[config.mk]
export PLATFORM = sky130hd
export DESIGN_NAME = regfile_sequencer
export DESIGN_NICKNAME = d
export VERILOG_FILES = /design/src/rtl/regfile_sequencer_pkg.sv /design/src/rtl/rv_reg_decode.sv /design/src/rtl/regfile_sequencer.sv
export SDC_FILE = /design/constraint.sdc
export NUM_CORES = 1
export LEC_CHECK = 0
export BUFFER_PORTS_ARGS = -buffer_cell sky130_fd_sc_hd__buf_4
export CAP_MARGIN = 15
export CORE_ASPECT_RATIO = 1.2
export CORE_MARGIN = 2
export CORE_UTILIZATION = 46
export CTS_BUF_LIST = sky130_fd_sc_hd__clkbuf_8 sky130_fd_sc_hd__clkbuf_16
export DETAILED_ROUTE_END_ITERATION = 8
export GPL_TIMING_DRIVEN = 0
export HOLD_SLACK_MARGIN = 0.15
export MAX_ROUTING_LAYER = met4
export PLACE_DENSITY = 0.8
export SKIP_LAST_GASP = 1
export SLEW_MARGIN = 20
export SYNTH_ARGS = -nofsm -noshare
export SYNTH_HDL_FRONTEND = slang
export SYNTH_SLANG_ARGS = --single-unit
[constraint.sdc]
create_clock -name clk -period 2.2 [get_ports clk]
set_clock_uncertainty 0.2 [all_clocks]
set_input_delay 0.44 -clock clk [delete_from_list [all_inputs] [get_ports clk]]
set_output_delay 0.44 -clock clk [all_outputs]
set_load 0.005 [all_outputs]
[src/rtl/regfile_sequencer_pkg.sv]
// Opcode constants, sequencer FSM states and instruction register-usage classes
// shared by the register-card sequencer and its decoder.
package regfile_seq_pkg;

    localparam logic [6:0] OPC_OP     = 7'b0110011;
    localparam logic [6:0] OPC_OP_IMM = 7'b0010011;
    localparam logic [6:0] OPC_LOAD   = 7'b0000011;
    localparam logic [6:0] OPC_JALR   = 7'b1100111;
    localparam logic [6:0] OPC_STORE  = 7'b0100011;
    localparam logic [6:0] OPC_BRANCH = 7'b1100011;
    localparam logic [6:0] OPC_LUI    = 7'b0110111;
    localparam logic [6:0] OPC_AUIPC  = 7'b0010111;
    localparam logic [6:0] OPC_JAL    = 7'b1101111;

    typedef enum logic [3:0] {
        S_IDLE,
        S_ADDR,
        S_READ,
        S_OP,
        S_WB,
        S_WSETUP,
        S_WPULSE,
        S_WHOLD,
        S_ILL
    } seq_state_t;

    typedef enum logic [2:0] {
        CLS_R,
        CLS_RS1_RD,
        CLS_RS1_RS2,
        CLS_RD_ONLY,
        CLS_ILLEGAL
    } inst_class_t;

    function automatic inst_class_t classify(input logic [6:0] opcode);
        inst_class_t cls;
        case (opcode)
            OPC_OP:                         cls = CLS_R;
            OPC_OP_IMM, OPC_LOAD, OPC_JALR: cls = CLS_RS1_RD;
            OPC_STORE, OPC_BRANCH:          cls = CLS_RS1_RS2;
            OPC_LUI, OPC_AUIPC, OPC_JAL:    cls = CLS_RD_ONLY;
            default:                        cls = CLS_ILLEGAL;
        endcase
        return cls;
    endfunction

endpackage

[src/rtl/rv_reg_decode.sv]
// Combinational RV32I register-field decoder: addresses of unused fields are
// forced to zero so the card never sees a stray address.
module rv_reg_decode
    import regfile_seq_pkg::*;
(
    input  logic [31:0] inst,
    output logic [4:0]  rs1a,
    output logic [4:0]  rs2a,
    output logic [4:0]  rda,
    output logic        use_rs1,
    output logic        use_rs2,
    output logic        use_rd,
    output logic        illegal
);

    inst_class_t cls;
    logic        unused_bits;

    // funct3/funct7 do not affect register usage
    assign unused_bits = ^{inst[31:25], inst[14:12]};

    always_comb begin
        cls     = classify(inst[6:0]);
        use_rs1 = 1'b0;
        use_rs2 = 1'b0;
        use_rd  = 1'b0;
        illegal = 1'b0;
        case (cls)
            CLS_R:       begin use_rs1 = 1'b1; use_rs2 = 1'b1; use_rd = 1'b1; end
            CLS_RS1_RD:  begin use_rs1 = 1'b1; use_rd = 1'b1; end
            CLS_RS1_RS2: begin use_rs1 = 1'b1; use_rs2 = 1'b1; end
            CLS_RD_ONLY: use_rd = 1'b1;
            default:     illegal = 1'b1;
        endcase
        rs1a = use_rs1 ? inst[19:15] : 5'd0;
        rs2a = use_rs2 ? inst[24:20] : 5'd0;
        rda  = use_rd  ? inst[11:7]  : 5'd0;
    end

endmodule

[src/rtl/regfile_sequencer.sv]
// One-instruction-at-a-time sequencer in front of the register card: timed
// active-low read enables, operand capture, and a setup/pulse/hold write strobe.
module regfile_sequencer
    import regfile_seq_pkg::*;
#(
    parameter int READ_SETTLE = 2,
    parameter int WR_PULSE    = 2
) (
    input  logic        clk,
    input  logic        rst,
    input  logic        inst_valid,
    output logic        inst_ready,
    input  logic [31:0] inst,
    output logic        n_rs1_rd,
    output logic        n_rs2_rd,
    output logic        n_rd_wr,
    output logic [4:0]  rs1a,
    output logic [4:0]  rs2a,
    output logic [4:0]  rda,
    input  logic [31:0] rs1_in,
    input  logic [31:0] rs2_in,
    output logic [31:0] rd_out,
    output logic        op_valid,
    input  logic        op_ready,
    output logic [31:0] op_inst,
    output logic [31:0] op_rs1,
    output logic [31:0] op_rs2,
    input  logic        wb_valid,
    output logic        wb_ready,
    input  logic [31:0] wb_data,
    output logic        illegal
);

    localparam int               CNT_W     = 8;
    localparam logic [CNT_W-1:0] READ_LAST = CNT_W'(READ_SETTLE - 1);
    localparam logic [CNT_W-1:0] WR_LAST   = CNT_W'(WR_PULSE - 1);

    seq_state_t       state, state_d;
    logic [CNT_W-1:0] cnt, cnt_d;
    logic             use_rs1_q, use_rs2_q, use_rd_q;
    logic [4:0]       dec_rs1a, dec_rs2a, dec_rda;
    logic             dec_use_rs1, dec_use_rs2, dec_use_rd, dec_illegal;
    logic             accept, read_done;

    rv_reg_decode u_decode (
        .inst    (inst),
        .rs1a    (dec_rs1a),
        .rs2a    (dec_rs2a),
        .rda     (dec_rda),
        .use_rs1 (dec_use_rs1),
        .use_rs2 (dec_use_rs2),
        .use_rd  (dec_use_rd),
        .illegal (dec_illegal)
    );

    assign accept    = inst_valid && inst_ready;
    assign read_done = (state == S_READ) && (cnt == READ_LAST);

    always_comb begin
        state_d = state;
        cnt_d   = cnt;
        case (state)
            S_IDLE:   if (accept) state_d = dec_illegal ? S_ILL : S_ADDR;
            S_ADDR: begin
                if (use_rs1_q || use_rs2_q) begin
                    state_d = S_READ;
                    cnt_d   = '0;
                end else begin
                    state_d = S_OP;
                end
            end
            S_READ:   if (read_done) state_d = S_OP; else cnt_d = cnt + 1'b1;
            S_OP:     if (op_ready) state_d = S_WB;
            // x0 and store/branch write-backs are consumed without a strobe
            S_WB:     if (wb_valid) state_d = (use_rd_q && rda != 5'd0) ? S_WSETUP : S_IDLE;
            S_WSETUP: begin state_d = S_WPULSE; cnt_d = '0; end
            S_WPULSE: if (cnt == WR_LAST) state_d = S_WHOLD; else cnt_d = cnt + 1'b1;
            default:  state_d = S_IDLE;
        endcase
    end

    // Strobes and handshakes are decoded from the next state so every output is a flop.
    always_ff @(posedge clk) begin
        if (rst) begin
            state      <= S_IDLE;
            cnt        <= '0;
            use_rs1_q  <= 1'b0;
            use_rs2_q  <= 1'b0;
            use_rd_q   <= 1'b0;
            inst_ready <= 1'b1;
            n_rs1_rd   <= 1'b1;
            n_rs2_rd   <= 1'b1;
            n_rd_wr    <= 1'b1;
            rs1a       <= '0;
            rs2a       <= '0;
            rda        <= '0;
            rd_out     <= '0;
            op_valid   <= 1'b0;
            wb_ready   <= 1'b0;
            op_inst    <= '0;
            op_rs1     <= '0;
            op_rs2     <= '0;
            illegal    <= 1'b0;
        end else begin
            state      <= state_d;
            cnt        <= cnt_d;
            inst_ready <= (state_d == S_IDLE);
            n_rs1_rd   <= !((state_d == S_READ) && use_rs1_q);
            n_rs2_rd   <= !((state_d == S_READ) && use_rs2_q);
            n_rd_wr    <= (state_d != S_WPULSE);
            op_valid   <= (state_d == S_OP);
            wb_ready   <= (state_d == S_WB);
            illegal    <= (state_d == S_ILL);
            if (accept) begin
                op_inst   <= inst;
                rs1a      <= dec_rs1a;
                rs2a      <= dec_rs2a;
                rda       <= dec_rda;
                use_rs1_q <= dec_use_rs1;
                use_rs2_q <= dec_use_rs2;
                use_rd_q  <= dec_use_rd;
                op_rs1    <= '0;
                op_rs2    <= '0;
            end
            if (read_done) begin
                op_rs1 <= use_rs1_q ? rs1_in : '0;
                op_rs2 <= use_rs2_q ? rs2_in : '0;
            end
            if (state == S_WB && wb_valid) rd_out <= wb_data;
        end
    end

endmodule
==> qor.txt <==
switching power -> 1643 uW
vias in the first global route -> 6,866
Avg Inst Size Synth -> 9.272 um2
later-pin clock latency in the skew report -> 0.42 ns
WP buf/inv -> 5
GRT met3 Usage -> 0.08980
CP Launch Type -> register
worst r2r path cells -> 11
num rows -> 45
P_int -> 5047 uW
WP data required -> 2.35 ns
initial DRC count -> 332
largest cells by area after synthesis -> dfxtp_1 57%, nand2_1 10%, a22o_1 9.6%, a21oi_1 7.6%, nand3_1 1.7%
Clock Pin Slew Worst Setup and Hold Paths -> 0.06 ns
final hold viol count -> 0
synthesis warning total -> 0
initial core utilization -> 0.4659
Fillers -> 762
port bufs -> 281
initial antenna violation count -> 0
Fmax -> 461.6 MHz
drt wl/cell -> 18.63 um
Max Cap Viol -> 0
Post-synth top flop -> dfxtp_1
CTS tree -> yes
switching share of power -> 0.2455
Post-synth EDFFs -> 0
CP Max Fanout -> 6
max_slew headroom -> 0.4893
Yosys cell types -> 40
Gate power share -> 0.115
Worst VDD drop -> 0.4718 mV
met1 Resource Use GR -> 0.3530
crit end category -> register
Overall Global Routing Usage -> 0.3416
Synth Register Bits -> 165
post-route DRC violation count -> 0
Worst Hold Depth -> 3
Setup WS post-layout -> 0.03360 ns
worst hold slack -> 0.2188 ns
Tightest Hold Check Type -> in2reg
Vias per Instance -> 5.371
Tcrit/Tclk final -> 0.9847
pin count of the biggest net entering global routing -> 17
clock power share -> 0.427
Die Y -> 127.3 um
Cell Chain, Critical Path -> inv_2 -> ha_2 -> nor4b_4 -> and2_1 -> buf_6 -> nand3_4 -> nor3b_4 -> buf_4 -> buf_4 -> buf_6 -> a22o_1
post-route minimum period -> 2.166 ns
global-route wire length before repair -> 35.24 mm
async set-reset flop share out of synthesis -> 0
synth-to-layout area growth -> 74.56%
Leak -> 0.004427 uW
top-area cell type share of the netlist area -> 0.5673
Die Width -> 106.7 um
core area -> 12,500 um2
clock tree root driver cell -> clkbuf_16
die area -> 13,580 um2
power density cells -> 658.1 nW/um2
GR peak layer -> met2
CP Class -> reg2reg
share of cells above drive strength 1 -> 0.3299
CP arrival -> 2.32 ns
CTS Buffer Depth -> 2
Synth Cell Area -> 5823 um2
Placement Setup Slack -> -0.1718 ns
gp weighted congestion -> 0.8502
final wirelength -> 23.16 mm
measured slew at the worst slew-check pin -> 0.7596 ns
unrepaired setup endpoints after global routing -> true
Power Total -> 6690 uW
Max stage delay on crit path -> 0.33 ns
vias -> 6,676
final max-slew violation count -> 0
dpl hpwl -> 13.26 mm
Setup Viol. Count Final -> 0
status -> completed
nets@finish -> 1,201
CP delay by family, top -> simple AND/OR/NAND/NOR gates
CTS H-Tree Depth -> 4
Levels on crit path -> 11
largest area contributor in the synthesized netlist -> dfxtp_1
total gr overflow -> 0
Syn Inst Count -> 628
grt met2 use -> 0.5954
cts bufs inserted -> 17
Seq/Total Area, Yosys -> 0.5673
part of the power in registers -> 0.458
Top-Level Pins -> 283
critical path's slowest cell -> dfxtp_2
drt pass-1 iters -> 7
DRT antenna net count -> 0
clk sinks -> 165
Antenna Cells -> 0
post-synth net total -> 763
## layout make-up
class,instances,area [um2],area share
clock inverter,11,90.09,0.008863
timing repair buffer,421,3478,0.3422
sequential,165,3308,0.3255
buffer,43,251.5,0.02474
clock buffer,21,480.5,0.04727
inverter,3,11.26,0.001108
tap,164,205.2,0.02019
multi-input combinational,415,2340,0.2302
## repair_timing
action                                 CTS  global route
cloned                                   0             1
pin swaps                                0             3
setup endpoints to repair               62           107
resized for setup                        5            33
hold buffers                           127             0
endpoints found under the hold margin  142             0
setup buffers                            0            12
## routing by layer
metal | wire (um) | vias to the layer above
li1 | - | 3049
met1 | 8308 | 3151
met2 | 11850 | 381
met3 | 1852 | 95
met4 | 1142 | 0
met5 | 0 | -
## synth_stat cells, types with 6 or more instances
master,count
nand2_1,158
a21oi_1,89
nor3_1,7
and2_1,6
nor2_1,15
buf_1,8
buf_2,6
buf_6,7
clkbuf_1,23
dfxtp_1,165
nand3_1,20
a22o_1,64
nor2b_1,7
## state kept, by name, indices dropped and copies added, names as in the netlist
signal      count
wb_ready        1
n_rs2_rd        1
op_inst        32
rs2a            5
use_rs2_q       1
op_valid        1
inst_ready      1
use_rs1_q       1
illegal         1
op_rs1         32
rd_out         32
n_rs1_rd        1
n_rd_wr         1
rda             5
use_rd_q        1
state           4
rs1a            5
cnt             8
op_rs2         32
## logic make-up (layout without fill, tap and decap cells)
logic type,count (synthesis),after routing,synth area share
AO/OA/AOI/OAI,171,171,0.1955
buffers and inverters,48,499,0.04190
adder cells (fa/ha/maj),2,2,0.004297
flip-flops,165,165,0.5673
AND/OR/NAND/NOR,236,236,0.1820
XOR/XNOR,6,6,0.009024
## power by group through the flow
stage | Sequential [uW] | Combinational [uW] | Clock [uW]
2_1_floorplan | 3130 | 200 | 0
3_3_place_gp | 3130 | 528 | 0
3_5_place_dp | 3130 | 533 | 0
4_1_cts | 3060 | 724 | 2860
5_1_grt | 3070 | 816 | 3010
6_report | 3070 | 768 | 2860
## tightest hold or removal path, stage by stage
cell      delay [ns]
buf_4           0.09
nand4b_1        0.15
a21boi_1        0.10
## cell usage in the layout (no fill, tap or decap), types with 5 or more instances in the layout
cell,synthesis,layout
buf_4,1,297
dfxtp_1,165,163
nand2_1,158,158
dlygate4sd3_1,0,127
a21oi_1,89,89
a22o_1,64,64
nand3_1,20,20
clkbuf_1,23,19
clkbuf_16,0,17
nor2_1,15,15
buf_6,7,8
buf_1,8,8
nor2b_1,7,7
nor3_1,7,6
and2_1,6,6
nand2b_1,5,5
xnor2_1,5,5
clkinvlp_4,0,5
## per-stage QoR
| step | std cells | TNS (ns) | instance area (um2) | utilization |
|---|---|---|---|---|
| floorplan | 628 | 0 | 5823 | - |
| global placement | 1073 | -5.827 | 8138 | 0.6511 |
| detailed placement | 1073 | -6.402 | 8138 | 0.6511 |
| CTS | 1232 | 0 | 10010 | 0.8008 |
| global route | 1243 | -0.6939 | 10160 | 0.8132 |
| finish | 1243 | 0 | 10160 | 0.8132 |
## path summary, 6_finish.rpt
kind / start / end / slack, ns
hold / removal: op_ready / op_valid / 0.22
setup / recovery: cnt[1] / op_rs1[4] / 0.03
setup reg to reg: cnt[1] / op_rs1[4] / 0.03
hold reg to reg: rd_out[3] / rd_out[3] / 0.25
Power figures use the tool's default switching activity.
